<file path="src/rtl/approx_compressor_42c_pkg.sv">
// approx_compressor_42c_pkg
//   Shared constants for the 4:2 compressor row.
//   DEFAULT_LANES : column count used when the top is instantiated without
//                   an explicit LANES override (legal range 1..32).
package approx_compressor_42c_pkg;

  localparam int DEFAULT_LANES = 8;

endpackage

</file>
<file path="src/rtl/approx_compressor_42c_cell.sv">
// comp42_cell
//   Combinational exact 4:2 compressor for one column.
//   Five weight-1 inputs are reduced to one weight-1 bit and two weight-2 bits.
//   Ports:
//     x1..x4 : in  operand bits of this column
//     ci     : in  lateral carry from the previous column
//     sum    : out weight-1 result bit
//     carry  : out weight-2 result bit kept in this column's output
//     co     : out weight-2 lateral carry for the next column
module comp42_cell (
  input  logic x1,
  input  logic x2,
  input  logic x3,
  input  logic x4,
  input  logic ci,
  output logic sum,
  output logic carry,
  output logic co
);

  function automatic logic maj3(input logic a, input logic b, input logic c);
    return (a & b) | (a & c) | (b & c);
  endfunction

  logic s1;

  // First full adder sees only x1..x3, so co never depends on ci and the row
  // has no ripple path; the second full adder folds in x4 and the lateral ci.
  always_comb begin
    s1    = x1 ^ x2 ^ x3;
    co    = maj3(x1, x2, x3);
    sum   = s1 ^ x4 ^ ci;
    carry = maj3(s1, x4, ci);
  end

endmodule

</file>
<file path="src/rtl/approx_compressor_42c.sv">
// approx_compressor_42c
//   Registered row of LANES chained exact 4:2 compressors for partial-product
//   reduction. Each column's co feeds the next column's ci.
//   Ports:
//     clk       : in  rising-edge clock
//     rst       : in  synchronous active-high reset
//     in_valid  : in  qualifies x1..x4 and cin
//     x1..x4    : in  [LANES] operand bits, one per column
//     cin       : in  lateral carry into column 0
//     out_valid : out registered copy of in_valid
//     sum       : out [LANES] per-column sum bit, weight 2^k
//     carry     : out [LANES] per-column carry bit, weight 2^(k+1)
//     cout      : out lateral carry out of the last column, weight 2^LANES
module approx_compressor_42c
  import approx_compressor_42c_pkg::*;
#(
  parameter int LANES = DEFAULT_LANES
) (
  input  logic             clk,
  input  logic             rst,
  input  logic             in_valid,
  input  logic [LANES-1:0] x1,
  input  logic [LANES-1:0] x2,
  input  logic [LANES-1:0] x3,
  input  logic [LANES-1:0] x4,
  input  logic             cin,
  output logic             out_valid,
  output logic [LANES-1:0] sum,
  output logic [LANES-1:0] carry,
  output logic             cout
);

  // chain[k] is the lateral carry into column k; chain[LANES] leaves the row.
  logic [LANES:0]   chain;
  logic [LANES-1:0] sum_c;
  logic [LANES-1:0] carry_c;

  assign chain[0] = cin;

  for (genvar k = 0; k < LANES; k++) begin : g_lane
    comp42_cell u_cell (
      .x1    (x1[k]),
      .x2    (x2[k]),
      .x3    (x3[k]),
      .x4    (x4[k]),
      .ci    (chain[k]),
      .sum   (sum_c[k]),
      .carry (carry_c[k]),
      .co    (chain[k+1])
    );
  end

  logic [LANES-1:0] sum_q,   sum_d;
  logic [LANES-1:0] carry_q, carry_d;
  logic             cout_q,  cout_d;
  logic             out_valid_q, out_valid_d;

  // Results load only on a valid transfer and otherwise hold; the valid flag
  // simply follows in_valid each cycle.
  always_comb begin
    sum_d       = sum_q;
    carry_d     = carry_q;
    cout_d      = cout_q;
    out_valid_d = in_valid;
    if (in_valid) begin
      sum_d   = sum_c;
      carry_d = carry_c;
      cout_d  = chain[LANES];
    end
  end

  // Reset wins over in_valid, discarding any transfer presented with it.
  always_ff @(posedge clk) begin
    if (rst) begin
      sum_q       <= '0;
      carry_q     <= '0;
      cout_q      <= 1'b0;
      out_valid_q <= 1'b0;
    end else begin
      sum_q       <= sum_d;
      carry_q     <= carry_d;
      cout_q      <= cout_d;
      out_valid_q <= out_valid_d;
    end
  end

  assign sum       = sum_q;
  assign carry     = carry_q;
  assign cout      = cout_q;
  assign out_valid = out_valid_q;

endmodule

</file>
<file path="config.mk">
export PLATFORM = sky130hd
export DESIGN_NAME = approx_compressor_42c
export DESIGN_NICKNAME = d
export VERILOG_FILES = /design/src/rtl/approx_compressor_42c_pkg.sv /design/src/rtl/approx_compressor_42c_cell.sv /design/src/rtl/approx_compressor_42c.sv
export SDC_FILE = /design/constraint.sdc
export NUM_CORES = 1
export LEC_CHECK = 0
export ABC_AREA = 0
export ABC_CLOCK_PERIOD_IN_PS = 1780
export CAP_MARGIN = 20
export CORE_MARGIN = 2
export CORE_UTILIZATION = 36
export CTS_BUF_LIST = sky130_fd_sc_hd__clkbuf_4 sky130_fd_sc_hd__clkbuf_8
export DETAILED_ROUTE_END_ITERATION = 16
export MAX_ROUTING_LAYER = met4
export PLACE_DENSITY = 0.78
export SETUP_SLACK_MARGIN = 0.15
export SKIP_LAST_GASP = 1
export SYNTH_ARGS = -nofsm -noshare
export SYNTH_HDL_FRONTEND = slang
export SYNTH_SLANG_ARGS = --single-unit
</file>
<file path="constraint.sdc">
create_clock -name clk -period 1.78 [get_ports clk]
set_input_delay 0.445 -clock clk [delete_from_list [all_inputs] [get_ports clk]]
set_output_delay 0.445 -clock clk [all_outputs]
set_load 0.02 [all_outputs]
</file>
==> results of run 1 <==
==> cells in the final DEF, fill, tap and decap left out, drive strengths merged <==
cell           instances
dfxtp                 18
inv                    7
nor2                  17
a211oi                 3
clkdlybuf4s50         11
fa                    16
clkbuf                17
nor2b                  1
dlygate4sd2           18
clkdlybuf4s15          5
mux2i                 14
buf                    7
==> final cells by class <==
type                            instances  share of cell area
Inverter                                7              0.0229
Tap cell                               30              0.0255
Sequential cell                        18               0.245
Timing Repair Buffer                   55               0.302
Multi-Input combinational cell         51               0.389
Clock buffer                            3              0.0153
==> metrics by stage <==
step	TNS [ns]	setup slack, ns	total power [mW]
6_report	0	0.155	1.03
5_1_grt	0	0.138	1.11
4_1_cts	0	0.0912	1.05
3_5_place_dp	-6.47	-0.591	0.896
3_3_place_gp	-6.01	-0.563	0.886
2_1_floorplan	0	0.0453	0.683
==> cells by family after synthesis <==
logic type / Yosys count / synth area share
buffers and inverters: 11 / 0.0600
adder cells (fa/ha/maj): 16 / 0.327
AND/OR/NAND/NOR: 18 / 0.0741
AO/OA/AOI/OAI: 3 / 0.0281
flip-flops: 18 / 0.368
multiplexers: 14 / 0.143
==> synth_stat cells <==
cell      count  area (µm²)
buf_6         2        22.5
dfxtp_1      18         360
a211oi_1      2        15.0
buf_2         2        10.0
fa_1         16         320
nor2b_1       1        6.26
mux2i_1      14         140
a211oi_2      1        12.5
inv_1         7        26.3
nor2_1       16        60.1
nor2_2        1        6.26
==> path summary, 6_finish.rpt <==
path	endpoint	slack, ns	cells past startpoint
max	sum[6]	0.16	5
max reg2reg	carry[0]	1.14	2
min	cout	0.48	2
min reg2reg	cout	0.48	2
==> metal layers <==
layer,up-vias,part of all wire
met4,0,0.0043
met2,40,0.48
met5,-,0
met3,2,0.090
li1,361,-
met1,332,0.43
==> sequential cells by signal, indices dropped and copies added, names as in the netlist <==
name,cells
out_valid,1
sum,8
carry,8
cout,1
==> worst reg2reg max path, cell delays in order, from the launching register on <==
cell	delay (ns)
dfxtp_1	0.36
nor2_2	0.04
a211oi_2	0.17
==> power by group through the flow <==
| stage | clock network, mW | logic (mW) | registers, mW |
|---|---|---|---|
| 6_report | 0.192 | 0.368 | 0.466 |
| 4_1_cts | 0.207 | 0.378 | 0.467 |
| 3_3_place_gp | 0 | 0.410 | 0.476 |
| 3_5_place_dp | 0 | 0.419 | 0.477 |
| 2_1_floorplan | 0 | 0.153 | 0.530 |
| 5_1_grt | 0.226 | 0.411 | 0.472 |
==> repair_timing <==
| item | 4_1_cts | 5_1_grt |
|---|---|---|
| pin swaps | 22 | 20 |
| gates resized for setup | 73 | 24 |
| endpoints found under the setup margin | 34 | 8 |
==> results.md, run 1 <==
- Status: completed
- Int Power: 0.706 mW
- Fin crit share: 0.913
- Layout fillers: 232
- CTS sink count: 18
- Cell mode on critical path: fa_1
- Crit. End Element: flop
- Finished Cell Area: 1470 µm²
- GR peak layer: met2
- Synth unique cells: 11
- Nets@finish: 188
- Mapped cell area: between 900 and 1000 µm²
- Depth of the CTS H-tree: 1
- VDD IR max: about 0.44 mV
- Grt met1 use: 0.187
- Total grt overflow: 0
- Die ar.: 3150 µm²
- Rel. slew slack: 0.850
- Initial Utilization: 0.388
- CP bufs+invs: 1
- Core area: 2520 µm²
- Longest Clk Path Bufs: 2
- Sw Pwr: approximately 0.32 mW
- Total vias in the final route: 735
- Syn_nets: 132
- Final hold slack: 0.484 ns
- FF+latch area: 360 µm²
- Clock network power share: 0.187
- Hold Violations, Final: 0
- Io pins: 54
- Worst path cell trace: clkdlybuf4s15_1, fa_1, fa_1, mux2i_1, nor2_1
- Gate Count Post-Synth: 80
- Hold buffers post-CTS: 0
- Slew Viols, Final: 0
- Pwr per Cell Area: around 700 nW/µm²
- Skew final: 0 ns
- Tmin final: 1.62 ns
- Util after Layout: 0.584
- Worst path slowest cell: fa_1
- Sequential area share after synthesis: 0.368
- P_leak: 0.721 nW
- Vias in the first global route: 783
- CTS root buf: clkbuf_4
- Mapped Avg Cell Area: 12.2 µm²
- GRT Overall Usage: 0.151
- Crit-path max FO: 1
- RSZ-0062 raised after global routing: yes
- Max Fclk: 616 MHz
- Final RePlAce weighted congestion: roughly 0.75
- Die width: 56.2 µm
- Skew-Pair Late Insertion Delay: 0.28 ns
- Max_cap viols: 0
- Post-CTS Repair Setup Buffers: 0
- DR WL/cell: 12.7 µm
- Worst EP arrival: around 1.8 ns
- Antenna viol nets, final: 0
- TritonRoute pass-1 iters: 2
- Synth warnings: 0
- Setup violators final: 0
- Worst-path clk slew: 0.09 ns
- Antenna violations before repair: 0
- Layout cell share with drive strength beyond 1: 0.261
- Non-Filler Instances: between 150 and 200
- Met3 Use GR: 0.0302
- GR Util met2: 0.242
- WS Path Type: primary input to flop
- Diode count: 0
- Switch share: 0.312
- RR Startpoint: carry[0]
- Avg Vias per Cell: 4.48
- Yosys reg bits: 18
- Hold path start: cout
- IO buf count: 53
- CP Launch Type: primary input
- DR iter-0 viols: 7
- Area of the multi-input gates: between 500 and 600 µm²
- Slowest stage delay, CP: 0.49 ns
- First-pass GRT wire length: roughly 3.7 mm
- Setup crit start: x1[6]
- Placed Area: 1560 µm²
- Row count: 18
- Worst slew pin tran: roughly 0.23 ns
- Die height: 56.2 µm
- Placed cells: 161
- Flop pwr share: 0.454
- Residual DRC: 0
- Detailed placement HPWL: 1.67 mm
- Worst min-delay path class: flop to flop
- CTS Buf Count: 3
- Largest net degree at the start of global routing: 22
- Area Overhead vs Synth: 50.3%
- CP top delay family: adder cells
- CTS tree: yes
- Comb power frac: 0.358
- Worst EP required: between 1.5 and 2 ns
- Final wirelength: 2.08 mm
(Power assumes the default switching activity.)
==> run 2: changes to the inputs <==
--- a/config.mk
+++ b/config.mk
@@ -12,6 +12,7 @@
 export CORE_UTILIZATION = 36
 export CTS_BUF_LIST = sky130_fd_sc_hd__clkbuf_4 sky130_fd_sc_hd__clkbuf_8
 export DETAILED_ROUTE_END_ITERATION = 16
+export GPL_ROUTABILITY_DRIVEN = 0
 export MAX_ROUTING_LAYER = met4
 export PLACE_DENSITY = 0.78
 export SETUP_SLACK_MARGIN = 0.15
==> results of run 2 <==
Final layout, timing and power as in run 1 (identical DEF).
